$ cat src/rtl/lcd_rx_pkg.sv
// Shared state encoding, default panel timing and counter widths for the
// DE-mode LCD receiver.
package lcd_rx_pkg;

    typedef enum logic [1:0] {
        ST_SYNC   = 2'd0,
        ST_VBLANK = 2'd1,
        ST_ACTIVE = 2'd2
    } rx_state_t;

    localparam int DEF_H_ACTIVE  = 480;
    localparam int DEF_V_ACTIVE  = 272;
    localparam int DEF_V_GAP_MIN = 1024;

    localparam int GAP_W = 11;
    localparam int X_W   = 10;
    localparam int Y_W   = 9;
    localparam int PIX_W = 16;

    localparam logic [GAP_W-1:0] GAP_MAX = '1;
    localparam logic [X_W-1:0]   X_MAX   = '1;
    localparam logic [Y_W-1:0]   Y_MAX   = '1;

endpackage

$ cat src/rtl/lcd_rx_lock.sv
// Per-line and per-frame measurement, sticky geometry errors and the
// two-good-frames lock detector.
module lcd_rx_lock
    import lcd_rx_pkg::*;
#(
    parameter int H_ACTIVE = DEF_H_ACTIVE,
    parameter int V_ACTIVE = DEF_V_ACTIVE
) (
    input  logic           PixelClk,
    input  logic           nRST,
    input  logic           line_end,
    input  logic [X_W-1:0] line_len,
    input  logic           frame_end,
    input  logic [Y_W-1:0] frame_lines,
    input  logic           err_clr,
    output logic           frame_done,
    output logic [X_W-1:0] meas_width,
    output logic [Y_W-1:0] meas_height,
    output logic           locked,
    output logic           err_width,
    output logic           err_height
);

    logic [X_W-1:0] last_len;
    logic [X_W-1:0] cur_len;
    logic           wbad_frame;
    logic           prev_good;
    logic           line_bad;
    logic           frame_good;
    logic           set_h;

    // A line closing on the same cycle as the frame still counts toward it.
    always_comb begin
        line_bad   = line_end && (line_len != X_W'(H_ACTIVE));
        cur_len    = line_end ? line_len : last_len;
        frame_good = !(wbad_frame || line_bad) && (frame_lines == Y_W'(V_ACTIVE));
        set_h      = frame_end && (frame_lines != Y_W'(V_ACTIVE));
    end

    always_ff @(posedge PixelClk) begin
        if (!nRST) begin
            frame_done  <= 1'b0;
            meas_width  <= '0;
            meas_height <= '0;
            locked      <= 1'b0;
            err_width   <= 1'b0;
            err_height  <= 1'b0;
            last_len    <= '0;
            wbad_frame  <= 1'b0;
            prev_good   <= 1'b0;
        end else begin
            frame_done <= frame_end;
            if (line_end)
                last_len <= line_len;
            // set beats clear when both land on the same edge
            err_width  <= line_bad || (err_width && !err_clr);
            err_height <= set_h || (err_height && !err_clr);
            if (frame_end) begin
                meas_width  <= cur_len;
                meas_height <= frame_lines;
                locked      <= frame_good && prev_good;
                prev_good   <= frame_good;
                wbad_frame  <= 1'b0;
            end else if (line_bad) begin
                wbad_frame <= 1'b1;
            end
        end
    end

endmodule

$ cat src/rtl/lcd_de_rx.sv
// DE-mode RGB565 receiver: two-stage sampling, vertical-blank tracking FSM,
// pixel coordinate counters; measurement and lock live in lcd_rx_lock.
module lcd_de_rx
    import lcd_rx_pkg::*;
#(
    parameter int H_ACTIVE  = DEF_H_ACTIVE,
    parameter int V_ACTIVE  = DEF_V_ACTIVE,
    parameter int V_GAP_MIN = DEF_V_GAP_MIN
) (
    input  logic             PixelClk,
    input  logic             nRST,
    input  logic             LCD_DE,
    input  logic [4:0]       LCD_R,
    input  logic [5:0]       LCD_G,
    input  logic [4:0]       LCD_B,
    input  logic             err_clr,
    output logic             pix_valid,
    output logic [PIX_W-1:0] pix_data,
    output logic [X_W-1:0]   pix_x,
    output logic [Y_W-1:0]   pix_y,
    output logic             pix_sof,
    output logic             pix_eol,
    output logic             frame_done,
    output logic [X_W-1:0]   meas_width,
    output logic [Y_W-1:0]   meas_height,
    output logic             locked,
    output logic             err_width,
    output logic             err_height
);

    localparam logic [GAP_W-1:0] GAP_MIN = GAP_W'(V_GAP_MIN);

    rx_state_t        state, state_nxt;
    logic             s1_vld;
    logic             de_s1, de_s2, de_s3;
    logic [PIX_W-1:0] rgb_s1, rgb_s2;
    logic [GAP_W-1:0] gap_cnt, gap_nxt;
    logic             frame_end, frame_end_q;
    logic             sof_pend;
    logic [Y_W-1:0]   line_cnt, line_cnt_nxt;
    logic             pix_ok, line_rise;
    logic [X_W-1:0]   x_nxt, line_len;
    logic [Y_W-1:0]   y_nxt;

    // s1_vld keeps the post-reset empty stage from counting as a low sample.
    always_ff @(posedge PixelClk) begin
        if (!nRST) begin
            s1_vld      <= 1'b0;
            de_s1       <= 1'b0;
            de_s2       <= 1'b0;
            de_s3       <= 1'b0;
            rgb_s1      <= '0;
            rgb_s2      <= '0;
            gap_cnt     <= '0;
            frame_end_q <= 1'b0;
        end else begin
            s1_vld      <= 1'b1;
            de_s1       <= LCD_DE;
            rgb_s1      <= {LCD_R, LCD_G, LCD_B};
            de_s2       <= de_s1;
            rgb_s2      <= rgb_s1;
            de_s3       <= de_s2;
            gap_cnt     <= gap_nxt;
            frame_end_q <= frame_end;
        end
    end

    always_comb begin
        gap_nxt = gap_cnt;
        if (s1_vld) begin
            if (de_s1)
                gap_nxt = '0;
            else if (gap_cnt != GAP_MAX)
                gap_nxt = gap_cnt + 1'b1;
        end
    end

    always_ff @(posedge PixelClk) begin
        if (!nRST)
            state <= ST_SYNC;
        else
            state <= state_nxt;
    end

    always_comb begin
        state_nxt = state;
        frame_end = 1'b0;
        case (state)
            ST_SYNC:   if (gap_nxt == GAP_MIN) state_nxt = ST_VBLANK;
            ST_VBLANK: if (de_s1) state_nxt = ST_ACTIVE;
            ST_ACTIVE: begin
                if (gap_nxt == GAP_MIN) begin
                    state_nxt = ST_VBLANK;
                    frame_end = 1'b1;
                end
            end
            default:   state_nxt = ST_SYNC;
        endcase
    end

    // Stage 2: state already reflects the sample now in de_s2; de_s1 is its successor.
    always_comb begin
        pix_ok       = de_s2 && (state == ST_ACTIVE);
        line_rise    = de_s2 && !de_s3;
        x_nxt        = pix_x;
        y_nxt        = pix_y;
        line_cnt_nxt = line_cnt;
        if (line_rise) begin
            x_nxt = '0;
            if (sof_pend) begin
                y_nxt        = '0;
                line_cnt_nxt = Y_W'(1);
            end else begin
                if (pix_y != Y_MAX)    y_nxt        = pix_y + 1'b1;
                if (line_cnt != Y_MAX) line_cnt_nxt = line_cnt + 1'b1;
            end
        end else if (pix_x != X_MAX) begin
            x_nxt = pix_x + 1'b1;
        end
        line_len = (pix_x == X_MAX) ? pix_x : pix_x + 1'b1;
    end

    always_ff @(posedge PixelClk) begin
        if (!nRST) begin
            pix_valid <= 1'b0;
            pix_data  <= '0;
            pix_x     <= '0;
            pix_y     <= '0;
            pix_sof   <= 1'b0;
            pix_eol   <= 1'b0;
            sof_pend  <= 1'b0;
            line_cnt  <= '0;
        end else begin
            pix_valid <= pix_ok;
            pix_sof   <= pix_ok && (x_nxt == '0) && (y_nxt == '0);
            pix_eol   <= pix_ok && !de_s1;
            if (pix_ok) begin
                pix_data <= rgb_s2;
                pix_x    <= x_nxt;
                pix_y    <= y_nxt;
                line_cnt <= line_cnt_nxt;
            end
            if (state != ST_ACTIVE)
                sof_pend <= 1'b1;
            else if (pix_ok)
                sof_pend <= 1'b0;
        end
    end

    lcd_rx_lock #(
        .H_ACTIVE (H_ACTIVE),
        .V_ACTIVE (V_ACTIVE)
    ) u_lock (
        .PixelClk    (PixelClk),
        .nRST        (nRST),
        .line_end    (pix_eol),
        .line_len    (line_len),
        .frame_end   (frame_end_q),
        .frame_lines (line_cnt),
        .err_clr     (err_clr),
        .frame_done  (frame_done),
        .meas_width  (meas_width),
        .meas_height (meas_height),
        .locked      (locked),
        .err_width   (err_width),
        .err_height  (err_height)
    );

endmodule

$ cat config.mk
export PLATFORM = sky130hd
export DESIGN_NAME = lcd_de_rx
export DESIGN_NICKNAME = d
export VERILOG_FILES = /design/src/rtl/lcd_rx_pkg.sv /design/src/rtl/lcd_rx_lock.sv /design/src/rtl/lcd_de_rx.sv
export SDC_FILE = /design/constraint.sdc
export NUM_CORES = 1
export LEC_CHECK = 0
export BUFFER_PORTS_ARGS = -buffer_cell sky130_fd_sc_hd__buf_2
export CORE_UTILIZATION = 54
export CTS_BUF_LIST = sky130_fd_sc_hd__clkbuf_16
export CTS_CLUSTER_SIZE = 28
export DETAILED_ROUTE_END_ITERATION = 7
export PLACE_DENSITY = 0.84
export SLEW_MARGIN = 20
export SYNTH_ARGS = -nofsm -noshare
export SYNTH_HDL_FRONTEND = slang
export SYNTH_SLANG_ARGS = --single-unit
$ cat constraint.sdc
create_clock -name PixelClk -period 6.2 [get_ports PixelClk]
set_input_delay 0.93 -clock PixelClk [delete_from_list [all_inputs] [get_ports PixelClk]]
set_output_delay 0.93 -clock PixelClk [all_outputs]
set_load 0.01 [all_outputs]
==> run_results.csv, run 1 <==
group,metric,value,unit
logic_synthesis,ys_seq_elements,133,
power,peakVddDrop,0.000325,V
setup_path,arrival,2.98,ns
die,rows,36,
logic_synthesis,syn_inst,628,
setup_path,cp.buffers_inverters,2,
die,ios,81,
placement,hpwl,8.33,mm
placement,gp_congestion,0.879,
cts,numClockSinks,133,
global_route,grt_use_total,0.254,
sta,relSlewSlack,0.308,
cts,holdBufCountCts,0,
sta,clock.fmax,372,MHz
die,start_util,0.560,
global_route,overflow,0,
cts,clockBufferDepth,2,
sta,setup_tns,0,ns
sta,rsz0062_at_grt,"false",
cts,cts-root-buf,"clkbuf_16",
logic_synthesis,syn-num-nets,654,
sta,fin_crit,2.69,ns
detailed_routing,drcViolationCount,0,
die,coreArea,0.00982,mm^2
detailed_routing,drt_first_iter_violations,261,
cts,cts_buffers,17,
logic_synthesis,ys_types,65,
die,die_h,103,um
finish,final_common_cell,"dfxtp_1",
sta,clock_skew,0.00759,ns
sta,setup_viol,0,
detailed_routing,drtPass1Iterations,5,
setup_path,required,6.49,ns
setup_path,cp-startpoint,"nRST",
logic_synthesis,ys_seq_area_frac,0.484,
sta,hold_viol,0,
setup_path,timing.rr.start,"pix_x[0]",
finish,n_antenna_cell,0,
cts,cts.reportedPaths.clkPinSlew,0.06,ns
logic_synthesis,syn_avg_cell_area,8.76,um^2
cts,cts_setup_buffers,0,
sta,min_period_over_period,0.434,
logic_synthesis,synth_flop_cell,"dfxtp_1",
logic_synthesis,async_flop_share,0,
setup_path,cp-start-kind,"primary input",
finish,drive_gt1_frac,0.179,
sta,timing_max_transition_violations_final,0,
setup_path,slowest_stage,"clkinv_2",
power,power,1.91,mW
setup_path,critical_path.top_delay_family,"buffers and inverters",
global_route,grt_start_max_net_pins,69,
global_route,grt_pass1_vias,4370,
job,drv_cap,0,
setup_path,cp_max_fo,68,
finish,area_growth,17.9,%
cts,clock_latency,0.41,ns
power,p_leak,2.67,nW
setup_path,max_stage_delay,0.93,ns
detailed_routing,drt-vias-per-instance,5.74,
setup_path,critical_path_class,"primary input to register",
die,die_w,103,um
power,power.density,294,mW/mm^2
finish,post-route-util,0.660,
sta,whs,0.426,ns
cts,cts_resized,0,
placement,placed_cell_area,0.00589,mm^2
die,dieArea,0.0106,mm^2
finish,design_area,0.00648,mm^2
logic_synthesis,synthesis.area,0.00550,mm^2
cts,htreeDepth,4,
hold_path,hold_class,"register to register",
global_route,antenna_found_initial,0,
sta,worstMarginPinSlew,1.04,ns
hold_path,min-delay-start,"rgb_s1[2]",
setup_path,worstPathCellList,"buf_2, clkinv_2, o31ai_1",
detailed_routing,drt_wl_total,12.8,mm
detailed_routing,ant_nets,0,
logic_synthesis,synth_edf_count,0,
placement,port_buffers,80,
logic_synthesis,yosysWarningCount,0,
global_route,grt_pass1_wl,20.8,mm
finish,mostFrequentLayoutCells,"dfxtp_1 (132), buf_2 (80), nand2_1 (72)",
cts,cts_tree,"built",
setup_path,cp-end-kind,"register",
finish,layout.nets,711,
detailed_routing,wl_per_cell,15.5,um
outcome,status,"finished clean",
detailed_routing,vias,4767,
-- synth_stat cells (all sizes together), types with 4 or more instances --
cell type  number  area share
nand4          13       0.016
and3           13       0.015
clkbuf         31       0.021
nor3           11       0.010
xor2            8       0.013
a31oi          10       0.011
buf            12       0.012
nor2b           4      0.0045
a21oi          53       0.048
and2           42       0.048
nor2           66       0.045
mux2i          18       0.033
dfxtp         133        0.48
inv            14      0.0096
mux2            4      0.0089
nand2          72       0.049
o311a           4      0.0073
nand3          21       0.019
or3             6      0.0077
a211oi         11       0.015
a21o            4      0.0055
and4            5      0.0084
ha              6       0.014
o21ai          17       0.017
a22oi           4      0.0055
a41o            4      0.0075
-- registers in the layout, indices dropped and copies added, names as in the netlist, 2 cells and up --
| register | flops |
|---|---|
| pix_x | 10 |
| u_lock.meas_width | 10 |
| pix_data | 16 |
| rgb_s2 | 16 |
| line_cnt | 9 |
| u_lock.last_len | 10 |
| u_lock.meas_height | 9 |
| state | 2 |
| rgb_s1 | 16 |
| gap_cnt | 11 |
| pix_y | 9 |
-- power by group --
part / leakage (nW) / switching, mW / internal (mW)
clock network: 0.287 / 0.365 / 0.627
logic: 1.30 / 0.0240 / 0.0154
registers: 1.08 / 0.00713 / 0.867
total: 2.67 / 0.396 / 1.51
-- kinds of logic after synthesis --
logic type,count (synthesis),synth area share
flops,133,0.484
buf+inv,57,0.0428
xor+xnor,10,0.0159
compound gates,129,0.155
fa+ha+maj,6,0.0137
mux,22,0.0416
simple gates,271,0.247
-- worst paths after layout --
kind | slack [ns] | depth (start not counted) | endpoint
worst max-delay path | 3.51 | 3 | state[0]
worst min-delay path | 0.43 | 1 | rgb_s2[2]
worst max register to register | 3.52 | 7 | pix_sof
worst min register to register | 0.43 | 1 | rgb_s2[2]
-- routing by layer --
| layer | vias to the layer above | share of wire | GRT usage |
|---|---|---|---|
| li1 | 2321 | - | - |
| met1 | 2215 | 0.42 | 0.309 |
| met2 | 202 | 0.50 | 0.434 |
| met3 | 29 | 0.062 | 0.0624 |
| met4 | 0 | 0.021 | 0.0932 |
| met5 | - | 0 | 0 |
-- area by class of cell --
class | instances | area, um^2
timing repair buffer | 81 | 408
clock buffer | 17 | 425
multi-input combinational | 438 | 2600
inverter | 14 | 53.8
clock inverter | 15 | 164
sequential | 133 | 2660
fill | 778 | 3340
tap | 133 | 166
-- per-stage QoR --
step	cells	setup WS, ns
after floorplan	628	3.75
after CTS	831	3.55
after detailed placement	799	3.53
final	831	3.51
after global routing	831	3.26
after global placement	799	3.59
Power figures use the tool's default switching activity.
==> inputs of run 2 (changes only) <==
--- a/config.mk
+++ b/config.mk
@@ -5,6 +5,7 @@
 export SDC_FILE = /design/constraint.sdc
 export NUM_CORES = 1
 export LEC_CHECK = 0
+export ABC_AREA = 1
 export BUFFER_PORTS_ARGS = -buffer_cell sky130_fd_sc_hd__buf_2
 export CORE_UTILIZATION = 54
 export CTS_BUF_LIST = sky130_fd_sc_hd__clkbuf_16
==> constraint.sdc (replaced) <==
create_clock -name PixelClk -period 2.65 [get_ports PixelClk]
set_input_delay 0.3975 -clock PixelClk [delete_from_list [all_inputs] [get_ports PixelClk]]
set_output_delay 0.3975 -clock PixelClk [all_outputs]
set_load 0.01 [all_outputs]
==> run_results.csv, run 2 <==
group,metric,value,unit
finish,reg.largest.list,"pix_data (16), rgb_s1 (16), rgb_s2 (16)",
finish,n_fill_cell,817,
placement,port_buffers,80,
finish,final_common_cell,"nand2_1",
cts,htreeDepth,4,
logic_synthesis,syn-num-nets,777,
die,ios,81,
cts,cts.reportedPaths.clkPinSlew,0.06,ns
global_route,grt_pass1_vias,4300,
power,p_sw_frac,0.236,
power,p_clk_frac,0.516,
setup_path,cp_max_fo,6,
die,dieArea,0.0106,mm^2
detailed_routing,drcViolationCount,0,
hold_path,hold_class,"primary input to register",
finish,final-seq-area,0.00266,mm^2
setup_path,crit_top_cell,"nand2_1",
finish,multi_input_comb_area,0.00232,mm^2
die,die_w,103,um
placement,gp_congestion,0.889,
finish,mostFrequentLayoutCells,"nand2_1 (156), dfxtp_1 (133), inv_1 (104)",
setup_path,cp-start-kind,"register",
sta,worstMarginPinSlew,0.561,ns
logic_synthesis,synth_most_common_cell,"nand2_1",
logic_synthesis,synth_top_area_frac,0.484,
sta,timing_max_transition_violations_final,0,
die,start_util,0.560,
finish,area_growth,19.6,%
finish,n_antenna_cell,0,
outcome,status,"finished clean",
sta,clock.fmax,485,MHz
power,switchingPower,1.05,mW
setup_path,max_stage_delay,0.44,ns
power,seqPwrFrac,0.459,
logic_synthesis,synth_area_leader_cell,"dfxtp_1",
detailed_routing,ant_nets,0,
logic_synthesis,ys_seq_area_frac,0.484,
sta,rsz0062_at_grt,"false",
cts,numClockSinks,133,
sta,min_period_over_period,0.778,
setup_path,cp.buffers_inverters,0,
setup_path,arrival,2.41,ns
global_route,overflow,0,
die,die_h,103,um
detailed_routing,drt_wl_total,11.7,mm
logic_synthesis,synthesis.area,0.00550,mm^2
logic_synthesis,syn_inst,751,
sta,setup_ws,0.587,ns
power,p_int,3.40,mW
cts,clockBufferDepth,2,
cts,clock_latency,0.41,ns
detailed_routing,drt-vias-per-instance,5.07,
logic_synthesis,synthTopCellsByArea,"dfxtp_1 (48%), nand2_1 (11%), inv_1 (7.1%), nor2_1 (7.0%), o21ai_0 (6.6%)",
power,power.density,677,mW/mm^2
setup_path,cp-end-kind,"register",
cts,cts_tree,"built",
cts,cts_setup_buffers,0,
setup_path,critical_path.top_delay_family,"simple AND/OR/NAND/NOR gates",
setup_path,critical_path_class,"register to register",
setup_path,slowest_stage,"dfxtp_1",
sta,hold_viol,0,
logic_synthesis,synth_edf_count,0,
detailed_routing,drt_first_iter_violations,194,
power,combPwrFrac,0.025,
die,coreArea,0.00982,mm^2
global_route,grt_use_total,0.233,
global_route,grt_pass1_wl,19.1,mm
cts,holdBufCountCts,0,
logic_synthesis,async_flop_share,0,
placement,dp_slack,0.695,ns
logic_synthesis,ys_seq_elements,133,
job,drv_cap,0,
detailed_routing,vias,4935,
detailed_routing,drtPass1Iterations,4,
finish,post-route-util,0.670,
global_route,grt_start_max_net_pins,60,
sta,clock_skew,0.0103,ns
placement,hpwl,7.97,mm
finish,drive_gt1_frac,0.166,
finish,layout.nets,854,
die,rows,36,
sta,relSlewSlack,0.626,
logic_synthesis,synth_flop_cell,"dfxtp_1",
logic_synthesis,ys_types,35,
power,peakVddDrop,0.000536,V
power,p_leak,3.22,nW
sta,fin_crit,2.06,ns
logic_synthesis,netlist_top_cells_count,"nand2_1 (156), dfxtp_1 (133), inv_1 (104), nor2_1 (102), o21ai_0 (73)",
detailed_routing,wl_per_cell,12.1,um
cts,cts-root-buf,"clkbuf_16",
logic_synthesis,yosysWarningCount,0,
cts,cts_buffers,17,
cts,cts_resized,0,
setup_path,worstPathCellList,"ha_1, nand2_1, nor2_2, nand3_2, o211ai_1, nand2_1, nor2_1, nand2_1, nor2_1, nand2_1, nor2_1",
sta,setup_tns,0,ns
logic_synthesis,syn_avg_cell_area,7.32,um^2
global_route,antenna_found_initial,0,
sta,setup_viol,0,
power,power,4.45,mW
setup_path,required,2.99,ns
==> run 2: routing by layer <==
layer / track usage / wire [um] / vias to the layer above
li1: - / - / 2546
met1: 0.280 / 5200 / 2212
met2: 0.394 / 5650 / 156
met3: 0.0644 / 673 / 21
met4: 0.0910 / 223 / 0
met5: 0 / 0 / -
==> run 2: worst reg2reg max path: stages, from the launching register on <==
cell	delay, ns
dfxtp_1	0.44
ha_1	0.25
nand2_1	0.10
nor2_2	0.22
nand3_2	0.15
o211ai_1	0.25
nand2_1	0.13
nor2_1	0.12
nand2_1	0.06
nor2_1	0.11
nand2_1	0.08
nor2_1	0.08
==> run 2: final cells by class <==
cell class,instances,share of cell area
inverter,105,0.0599
clock buffer,17,0.0647
clock inverter,15,0.0242
tap,133,0.0253
timing repair buffer,86,0.0677
multi-input combinational,485,0.353
sequential,133,0.405
==> run 2: path summary, 6_finish.rpt <==
kind / startpoint / end / slack, ns / depth (start not counted)
worst max-delay path: pix_x[1] / pix_sof / 0.59 / 11
worst min-delay path: LCD_B[0] / rgb_s1[0] / 0.16 / 3
worst max register to register: pix_x[1] / pix_sof / 0.59 / 11
worst min register to register: rgb_s1[10] / rgb_s2[10] / 0.41 / 2
==> run 2: cell families after synthesis <==
logic type	count (synthesis)	share of synthesized area
multiplexers	2	0.00364
adder cells (fa/ha/maj)	6	0.0137
AO/OA/AOI/OAI	115	0.110
AND/OR/NAND/NOR	356	0.285
buffers and inverters	133	0.0936
flip-flops	133	0.484
XOR/XNOR	6	0.00956
==> run 2: power by group through the flow <==
stage | Sequential (mW) | Clock [mW] | Combinational (mW)
global route | 2.04 | 2.43 | 0.126
CTS | 2.04 | 2.33 | 0.110
finish | 2.04 | 2.30 | 0.110
detailed placement | 2.08 | 0 | 0.109
floorplan | 2.08 | 0 | 0.0783
global placement | 2.08 | 0 | 0.106
==> run 2: per-stage QoR <==
| step | hold slack [ns] | cells | area [um^2] |
|---|---|---|---|
| 3_3_place_gp | 0.392 | 942 | 5990 |
| 3_5_place_dp | 0.398 | 942 | 5990 |
| 5_1_grt | 0.150 | 974 | 6580 |
| 2_1_floorplan | 0.390 | 751 | 5500 |
| 4_1_cts | 0.152 | 974 | 6580 |
| 6_report | 0.163 | 974 | 6580 |
